$ cat src/rtl/fetch_mem_port_if.sv
// Bundles the fetch-stage request/response bus and the backing-RAM read bus of fetch_mem_port.
// Widths come from DATA_WIDTH / FETCH_ID_SIZE (globals), with local fallbacks.
`ifndef DATA_WIDTH
`define DATA_WIDTH 32
`endif
`ifndef FETCH_ID_SIZE
`define FETCH_ID_SIZE 4
`endif

interface fetch_mem_port_if;
  logic [`DATA_WIDTH-1:0]    fetch_addr;
  logic [`FETCH_ID_SIZE-1:0] fetch_id;
  logic                      fetch_valid;
  logic                      fetch_flush;
  logic                      mem_stall;
  logic [`DATA_WIDTH-1:0]    mem_data;
  logic [`FETCH_ID_SIZE-1:0] mem_id;
  logic                      mem_valid;
  logic                      ram_req;
  logic [`DATA_WIDTH-1:0]    ram_addr;
  logic                      ram_ack;
  logic [`DATA_WIDTH-1:0]    ram_rdata;

  modport master (
    output fetch_addr, fetch_id, fetch_valid, fetch_flush, ram_ack, ram_rdata,
    input  mem_stall, mem_data, mem_id, mem_valid, ram_req, ram_addr
  );

  modport slave (
    input  fetch_addr, fetch_id, fetch_valid, fetch_flush, ram_ack, ram_rdata,
    output mem_stall, mem_data, mem_id, mem_valid, ram_req, ram_addr
  );
endinterface

$ cat src/rtl/fetch_mem_port.sv
// Instruction-fetch memory port: in-order request queue in front of a single-outstanding RAM reader.
// Optional macro FETCH_LAST_HIT_EN adds a one-entry last-word buffer that answers repeat addresses.
`ifndef DATA_WIDTH
`define DATA_WIDTH 32
`endif
`ifndef FETCH_ID_SIZE
`define FETCH_ID_SIZE 4
`endif

module fetch_mem_port #(
  parameter int QDEPTH = 4
) (
  input  logic           clk,
  input  logic           reset,
  fetch_mem_port_if.slave bus
);

  localparam int DW    = `DATA_WIDTH;
  localparam int IW    = `FETCH_ID_SIZE;
  localparam int PTR_W = (QDEPTH > 1) ? $clog2(QDEPTH) : 1;
  localparam int CNT_W = PTR_W + 1;

  localparam logic [1:0] IDLE = 2'd0;
  localparam logic [1:0] REQ  = 2'd1;
  localparam logic [1:0] RESP = 2'd2;

  logic [1:0]       state;
  logic [DW-1:0]    q_addr [QDEPTH];
  logic [IW-1:0]    q_id   [QDEPTH];
  logic [PTR_W-1:0] wr_ptr, rd_ptr;
  logic [CNT_W-1:0] count;
  logic [DW-1:0]    cur_addr;
  logic [IW-1:0]    cur_id;
  logic             drop;
  logic [DW-1:0]    mem_data_r;
  logic [IW-1:0]    mem_id_r;
  logic             mem_valid_r;

  logic             mem_stall;
  logic             accept, q_empty, load, pop, push, hit;
  logic [DW-1:0]    load_addr;
  logic [IW-1:0]    load_id;

`ifdef FETCH_LAST_HIT_EN
  logic [DW-1:0]    lh_addr;
  logic [DW-1:0]    lh_data;
  logic             lh_valid;
`endif

  assign mem_stall = (count == CNT_W'(QDEPTH));
  assign accept    = bus.fetch_valid && !mem_stall;
  assign q_empty   = (count == '0);

  // A flush discards the queue, so the head is never popped in that cycle;
  // an idle block with nothing usable queued loads an accepted fetch directly.
  always_comb begin
    load      = 1'b0;
    pop       = 1'b0;
    load_addr = bus.fetch_addr;
    load_id   = bus.fetch_id;
    if (state == IDLE) begin
      if (!bus.fetch_flush && !q_empty) begin
        load      = 1'b1;
        pop       = 1'b1;
        load_addr = q_addr[rd_ptr];
        load_id   = q_id[rd_ptr];
      end else if (accept) begin
        load = 1'b1;
      end
    end else if (state == RESP) begin
      if (!bus.fetch_flush && !q_empty) begin
        load      = 1'b1;
        pop       = 1'b1;
        load_addr = q_addr[rd_ptr];
        load_id   = q_id[rd_ptr];
      end
    end
  end

  assign push = accept && !(load && !pop);

`ifdef FETCH_LAST_HIT_EN
  assign hit = load && lh_valid && !bus.fetch_flush && (lh_addr == load_addr);
`else
  assign hit = 1'b0;
`endif

  always_ff @(posedge clk) begin
    if (push) begin
      q_addr[wr_ptr] <= bus.fetch_addr;
      q_id[wr_ptr]   <= bus.fetch_id;
    end
  end

  always_ff @(posedge clk) begin
    if (reset) begin
      state       <= IDLE;
      wr_ptr      <= '0;
      rd_ptr      <= '0;
      count       <= '0;
      cur_addr    <= '0;
      cur_id      <= '0;
      drop        <= 1'b0;
      mem_data_r  <= '0;
      mem_id_r    <= '0;
      mem_valid_r <= 1'b0;
`ifdef FETCH_LAST_HIT_EN
      lh_addr     <= '0;
      lh_data     <= '0;
      lh_valid    <= 1'b0;
`endif
    end else begin
      mem_valid_r <= 1'b0;

      if (push) wr_ptr <= wr_ptr + 1'b1;
      if (bus.fetch_flush) begin
        rd_ptr <= wr_ptr;
        count  <= CNT_W'(push);
      end else begin
        rd_ptr <= rd_ptr + PTR_W'(pop);
        count  <= count + CNT_W'(push) - CNT_W'(pop);
      end

`ifdef FETCH_LAST_HIT_EN
      if (bus.fetch_flush) lh_valid <= 1'b0;
`endif

      case (state)
        IDLE, RESP: begin
          state <= IDLE;
          if (load) begin
            cur_addr <= load_addr;
            cur_id   <= load_id;
            if (hit) begin
              state       <= RESP;
              mem_valid_r <= 1'b1;
              mem_id_r    <= load_id;
`ifdef FETCH_LAST_HIT_EN
              mem_data_r  <= lh_data;
`endif
            end else begin
              state <= REQ;
            end
          end
        end
        REQ: begin
          // A flushed transaction still runs to its ack, which is then swallowed.
          if (bus.fetch_flush) drop <= 1'b1;
          if (bus.ram_ack) begin
            drop <= 1'b0;
            if (drop || bus.fetch_flush) begin
              state <= IDLE;
            end else begin
              state       <= RESP;
              mem_valid_r <= 1'b1;
              mem_data_r  <= bus.ram_rdata;
              mem_id_r    <= cur_id;
`ifdef FETCH_LAST_HIT_EN
              lh_addr     <= cur_addr;
              lh_data     <= bus.ram_rdata;
              lh_valid    <= 1'b1;
`endif
            end
          end
        end
        default: state <= IDLE;
      endcase
    end
  end

  assign bus.mem_stall = mem_stall;
  assign bus.mem_data  = mem_data_r;
  assign bus.mem_id    = mem_id_r;
  assign bus.mem_valid = mem_valid_r;
  assign bus.ram_req   = (state == REQ);
  assign bus.ram_addr  = cur_addr;

endmodule

$ cat src/flat_wrapper.sv
// flat-port wrapper written by rule: the top's interface ports become plain ports
module fetch_mem_port_flat 
#(
  parameter int QDEPTH = 4
)
  (clk, reset, bus_fetch_addr, bus_fetch_id, bus_fetch_valid, bus_fetch_flush, bus_ram_ack, bus_ram_rdata, bus_mem_stall, bus_mem_data, bus_mem_id, bus_mem_valid, bus_ram_req, bus_ram_addr);
  fetch_mem_port_if bus_i ();
  input  logic clk;
  input  logic reset;
  input wire logic [$bits(bus_i.fetch_addr)-1:0] bus_fetch_addr;
  input wire logic [$bits(bus_i.fetch_id)-1:0] bus_fetch_id;
  input wire logic [$bits(bus_i.fetch_valid)-1:0] bus_fetch_valid;
  input wire logic [$bits(bus_i.fetch_flush)-1:0] bus_fetch_flush;
  input wire logic [$bits(bus_i.ram_ack)-1:0] bus_ram_ack;
  input wire logic [$bits(bus_i.ram_rdata)-1:0] bus_ram_rdata;
  output wire logic [$bits(bus_i.mem_stall)-1:0] bus_mem_stall;
  output wire logic [$bits(bus_i.mem_data)-1:0] bus_mem_data;
  output wire logic [$bits(bus_i.mem_id)-1:0] bus_mem_id;
  output wire logic [$bits(bus_i.mem_valid)-1:0] bus_mem_valid;
  output wire logic [$bits(bus_i.ram_req)-1:0] bus_ram_req;
  output wire logic [$bits(bus_i.ram_addr)-1:0] bus_ram_addr;
  assign bus_i.fetch_addr = bus_fetch_addr;
  assign bus_i.fetch_id = bus_fetch_id;
  assign bus_i.fetch_valid = bus_fetch_valid;
  assign bus_i.fetch_flush = bus_fetch_flush;
  assign bus_i.ram_ack = bus_ram_ack;
  assign bus_i.ram_rdata = bus_ram_rdata;
  assign bus_mem_stall = bus_i.mem_stall;
  assign bus_mem_data = bus_i.mem_data;
  assign bus_mem_id = bus_i.mem_id;
  assign bus_mem_valid = bus_i.mem_valid;
  assign bus_ram_req = bus_i.ram_req;
  assign bus_ram_addr = bus_i.ram_addr;
  fetch_mem_port #(.QDEPTH(QDEPTH)) u_core (.clk(clk), .reset(reset), .bus(bus_i));
endmodule
$ cat config.mk
export PLATFORM = sky130hd
export DESIGN_NAME = fetch_mem_port_flat
export DESIGN_NICKNAME = d
export VERILOG_FILES = /design/src/rtl/fetch_mem_port_if.sv /design/src/rtl/fetch_mem_port.sv /design/src/flat_wrapper.sv
export SDC_FILE = /design/constraint.sdc
export NUM_CORES = 1
export LEC_CHECK = 0
export CAP_MARGIN = 20
export CORE_MARGIN = 4
export CORE_UTILIZATION = 50
export DETAILED_ROUTE_END_ITERATION = 12
export PLACE_DENSITY = 0.76
export SLEW_MARGIN = 10
export SYNTH_ARGS = -nofsm -noshare
export SYNTH_HDL_FRONTEND = slang
export SYNTH_SLANG_ARGS = --single-unit
$ cat constraint.sdc
create_clock -name clk -period 6.9 [get_ports clk]
set_input_delay 1.035 -clock clk [delete_from_list [all_inputs] [get_ports clk]]
set_output_delay 1.035 -clock clk [all_outputs]
set_load 0.01 [all_outputs]
# Word-level counts from Yosys, hierarchy flattened
# Memory sizes are Yosys's and may differ from the RTL's. A register that Yosys moved wholly into a read port is not among the register bits.
# Index checks and enable logic that the tools add are counted.
dict set report word_totals {
  regBits 83
  ramBits 144
  inputBits 73
  output_inout_bits 71
  wordCells 68
  n_memories 2
}
# memory depth word_bits read_ports rd_ports_with_merged_regs wr line
set memory_table {}
lappend memory_table {u_core.q_addr 4 32 1 1 1 fetch_mem_port.sv:28} ;# logic [DW-1:0] q_addr [QDEPTH];
lappend memory_table {u_core.q_id 4 4 1 1 1 fetch_mem_port.sv:29} ;# logic [IW-1:0] q_id [QDEPTH];
dict set report classes {
  addsub 4
  eq_ne 4
  n_mux 25
  bitwise 3
  n_reduce_logical 19
}
# cell n
set op_table {}
lappend op_table {{two-way mux 32 bit} 3}
lappend op_table {{two-way mux 1 bit} 13}
lappend op_table {{two-way mux 4 bit} 3}
lappend op_table {{two-way mux 2 bit} 5}
lappend op_table {{zero test 1 bit} 5}
lappend op_table {{logical AND 1 bit} 4}
lappend op_table {{case mux 2 bit (2 select lines)} 1}
lappend op_table {{AND reduction 2 bit} 2}
lappend op_table {{OR reduction 2 bit} 2}
lappend op_table {{adder 3 x 1 -> 3 bit} 1}
lappend op_table {{equality test 3 bit, second input constant} 1}
lappend op_table {{zero test 3 bit} 1}
lappend op_table {{NOT 1 bit} 3}
lappend op_table {{AND reduction 3 bit} 1}
lappend op_table {{OR reduction 3 bit} 1}
lappend op_table {{subtractor 3 x 1 -> 3 bit} 1}
lappend op_table {{adder 2 x 1 -> 2 bit} 1}
lappend op_table {{adder 2 x 1 -> 2 bit, second input constant} 1}
lappend op_table {{equality test 2 x 1 -> 1 bit, second input constant} 1}
lappend op_table {{equality test 2 bit, second input constant} 1}
lappend op_table {{zero test 2 bit} 1}
lappend op_table {{!= test 2 bit, second input constant} 1}
lappend op_table {{nonzero test 2 bit} 1}
lappend op_table {{logical OR 1 bit} 1}

# Logic depth before layout (Yosys ltp)
dict set report depth {
  word_depth 13
  mapped_depth 13
  ltp_nobuf 11
}

# Least setup slack after synthesis
# Ideal clock, no wire load.
dict set report synth_timing {
  path_type {in2reg}
  start {input bus_fetch_flush}
  end {register u_core.count[2]}
  setup_ns 0.130
  t_arrival_ns 2.994
  setup_slack_ns 3.776
  stages 12
  path_buffers 2
  path_cell_list {or3_1 > buf_4 > clkbuf_1 > inv_2 > ha_1 > inv_1 > ha_1 > inv_1 > fa_1 > xor2_1 > xnor2_1 > nor3_1}
}
dict set report synth_via {
  elab_chain_cells 11
  elab_cells_between_ends 14
}
# element line
set synth_rtl {}
lappend synth_rtl {{start, declared} flat_wrapper.sv:13} ;# input wire logic [$bits(bus_i.fetch_flush)-1:0] bus_fetch_flush;
lappend synth_rtl {{zero test 1 bit} {fetch_mem_port.sv:62, fetch_mem_port.sv:71}}
lappend synth_rtl {{logical AND 1 bit} {fetch_mem_port.sv:62, fetch_mem_port.sv:71}}
lappend synth_rtl {{two-way mux 1 bit} {fetch_mem_port.sv:62, fetch_mem_port.sv:71}}
lappend synth_rtl {{two-way mux 1 bit} fetch_mem_port.sv:70} ;# end else if (state == RESP) begin
lappend synth_rtl {{two-way mux 1 bit} fetch_mem_port.sv:61} ;# if (state == IDLE) begin
lappend synth_rtl {{zero test 1 bit} fetch_mem_port.sv:80} ;# assign push = accept && !(load && !pop);
lappend synth_rtl {{logical AND 1 bit} fetch_mem_port.sv:80}
lappend synth_rtl {{zero test 1 bit} fetch_mem_port.sv:80}
lappend synth_rtl {{logical AND 1 bit} fetch_mem_port.sv:80}
lappend synth_rtl {{adder 3 x 1 -> 3 bit} fetch_mem_port.sv:121} ;# count <= count + CNT_W'(push) - CNT_W'(pop);
lappend synth_rtl {{subtractor 3 x 1 -> 3 bit} fetch_mem_port.sv:121}
lappend synth_rtl {{end signal, assigned} fetch_mem_port.sv:118} ;# count <= CNT_W'(push);
lappend synth_rtl {{end signal, assigned} fetch_mem_port.sv:121}
lappend synth_rtl {{end, declared} fetch_mem_port.sv:31} ;# logic [CNT_W-1:0] count;
# Several ways; a longest one is shown, not always the timed one.
# A chain may end at the register's enable or synchronous reset.

# Worst setup path after layout
# Same ends and word-level chain as after synthesis.

==> results.sh <==
export IMPL_dp_cells=900
export IMPL_path_clk_slew_ns=0.06
export IMPL_layout_drive_gt1_share_pct=12.15
export IMPL_grt_pass1_vias=5401
export IMPL_syn_num_nets=653
export IMPL_cts_root_buf="clkbuf_16"
export IMPL_yosys_area_share_adder_pct=1.245
export IMPL_critPathArrivalTime_ns=3.51
export IMPL_synth_top_family_by_area="multiplexers"
export IMPL_cap_violations=0
export IMPL_clock_sinks=227
export IMPL_grt_max_degree=86
export IMPL_crit_path_end_kind="register"
export IMPL_fin_tns_setup_ns=0
export IMPL_critPathKind="in -> reg"
export IMPL_placementRows=47
export IMPL_synth_edf_count=144
export IMPL_ys_seq_area_share_pct=69.26
export IMPL_yosysWarnings=0
export IMPL_firstDrtPassIters=4
export IMPL_synth_top_area_share_pct=50.04
export IMPL_cts_max_level=1
export IMPL_netlist_area_sq_um=8642
export IMPL_cts_resized=0
export IMPL_p_total_w=0.003109
export IMPL_wl_per_cell_um=18.89
export IMPL_fin_crit_sh_pct=45.65
export IMPL_netlist_instances=572
export IMPL_maxSlewHeadroom_pct=31.28
export IMPL_post_cts_setup_buffers=0
export IMPL_slew_violations=0
export IMPL_path_max_fanout=11
export IMPL_syn_avg_cell_area_sq_um=15.11
export IMPL_synth_compound_area_share_pct=5.632
export IMPL_skew_ns=0.01354
export IMPL_synth_seq_cells=227
export IMPL_routed_wl_mm=17.85
export IMPL_io_pins=144
export IMPL_fin_crit_ns=3.150
export IMPL_async_reset_ff_share_pct=0
export IMPL_status="finished, final reports clean"
export IMPL_cts_tree="built"
export IMPL_clk_path_buf_depth=3
export IMPL_min_path_type="reg -> reg"
export IMPL_final_cells=945
export IMPL_avgViaCountPerCell=5.376
export IMPL_synth_flop_cell="edfxtp_1"
export IMPL_die_h_um=139.5
export IMPL_setup_slack_ns=3.750
export IMPL_die_x_um=139.5
export IMPL_powerDensity_nw_per_um2=285.7
export IMPL_finalHoldViolCount=0
export IMPL_yosys_area_share_simple_pct=6.486
export IMPL_fillers=1217
export IMPL_numCtsBuffers=24
export IMPL_grt_ovfl_total=0
export IMPL_fin_nets=787
export IMPL_power_leakage_nw=3.715
export IMPL_pre_cts_ws_ns=3.228
export IMPL_ir_drop_mv=0.1929
export IMPL_yosys_top_cells_area="edfxtp_1 (50%), dfxtp_1 (19%), mux4_2 (9.4%), mux2i_1 (4.4%), a211oi_1 (3.3%)"
export IMPL_synth_largest_area_cell="edfxtp_1"
export IMPL_cp_required_ns=7.26
export IMPL_muxShareOfSynthArea_pct=13.91
export IMPL_final_cell_mix="edfxtp_1 (144), clkdlybuf4s50_1 (142), dfxtp_1 (81), nand2_1 (72), nor2_1 (44)"
export IMPL_place_congestion=0.7239
export IMPL_grt_util_all_layers_pct=17.95
export IMPL_ys_types=32
export IMPL_drcViolationCount=0
export IMPL_synth_xor_xnor_area_share_pct=0.3040
export IMPL_fmax_mhz=317.5
export IMPL_start_kind="primary input"
export IMPL_holdBufCountCts=0
export IMPL_worstMarginPinSlew_ns=1.031
export IMPL_coreArea_sq_um=16760
export IMPL_antenna_found_initial=1
export IMPL_insertion_delay_ns=0.51
export IMPL_die_area_sq_um=19450
export IMPL_drtAntennaViolNets=0
export IMPL_io_buffers=143
export IMPL_vias=5080
export IMPL_rsz0062_at_grt="no"
export IMPL_start_util_pct=51.56
export IMPL_final_common_cell="edfxtp_1"
export IMPL_post_route_util_pct=64.93
export IMPL_grt_pass1_wl_mm=28.17
export IMPL_area_growth_syn_to_layout_pct=25.92
export IMPL_drt_iter0_markers=273
export IMPL_setup_violations_final=0
export IMPL_dpl_hpwl_mm=10.95
## area by class of cell
class | count | area [sq um] | share of cell area (%)
clock inverters | 8 | 42.54 | 0.3909
flip-flops and latches | 227 | 5988 | 55.03
inverters | 7 | 26.28 | 0.2415
repair buffers | 147 | 1459 | 13.41
clock buffers | 36 | 696.9 | 6.404
well taps | 220 | 275.3 | 2.530
multi-input cells | 299 | 2391 | 21.97
diodes | 1 | 2.502 | 0.02300
## through the flow
stage / hold WS, ns / cell area, sq um
CTS: 0.4587 / 10880
detailed placement: 0.4495 / 10140
floorplan: 0.4315 / 8642
global placement: 0.4437 / 10140
global route: 0.4746 / 10880
finish: 0.4553 / 10880
## registers in the layout, summed over array words and instances, names as in the netlist
name	cells
u_core.rd_ptr	2
u_core.bus.mem_data	32
u_core.q_id	16
u_core.count	3
u_core.q_addr	128
u_core.drop	1
u_core.cur_id	4
u_core.bus.mem_id	4
u_core.state	2
u_core.bus.mem_valid	1
u_core.bus.ram_addr	32
u_core.wr_ptr	2
## path summary, 6_finish.rpt
path	from	slack, ns	cells after the start	to
setup / recovery	bus_fetch_flush	3.75	11	u_core.count[2]
hold / removal	u_core.cur_id[2]	0.46	2	u_core.bus.mem_id[2]
setup reg to reg	u_core.count[1]	4.51	11	u_core.count[2]
hold reg to reg	u_core.cur_id[2]	0.46	2	u_core.bus.mem_id[2]
## per-layer routing
metal	track usage, %	routed length (um)	vias to the layer above
met4	6.334	470	0
li1	-	-	2401
met3	3.156	941	32
met5	0	0	-
met2	31.55	9302	125
met1	22.44	7134	2522
## worst max-delay path: stages
cell	delay, ns
clkdlybuf4s50_1	0.60
or3_2	0.55
inv_2	0.08
ha_1	0.22
inv_1	0.06
ha_1	0.13
inv_1	0.05
fa_1	0.40
xor2_1	0.18
xnor2_1	0.14
nor3_1	0.06
## where the power goes
part           total [W]  internal (W)  leakage, nW  switching (W)
sequential       0.00156       0.00152         1.98      0.0000379
clock            0.00119      0.000697        0.367       0.000495
combinational   0.000361      0.000194         1.37       0.000167
## cells by family (layout without fill, tap and decap cells)
family | after synthesis | after routing
mux | 75 | 75
flops | 227 | 227
other cells | 0 | 1
xor+xnor | 3 | 3
buf+inv | 46 | 198
simple gates | 135 | 135
compound gates | 78 | 78
fa+ha+maj | 8 | 8
## cell usage after synthesis, types with 2 or more instances
cell type and n:
a211oi_1 38, a21oi_1 38, and2_1 4, and3_1 2
buf_1 3, buf_12 4, buf_2 16, buf_4 4
clkbuf_1 12, dfxtp_1 83, edfxtp_1 144, ha_1 7
inv_1 6, mux2i_1 38, mux4_2 36, nand2_1 72
nand2b_1 4, nor2_1 44, nor3_1 3, xor2_1 2
Note: power is estimated with default switching activity, not from simulation.
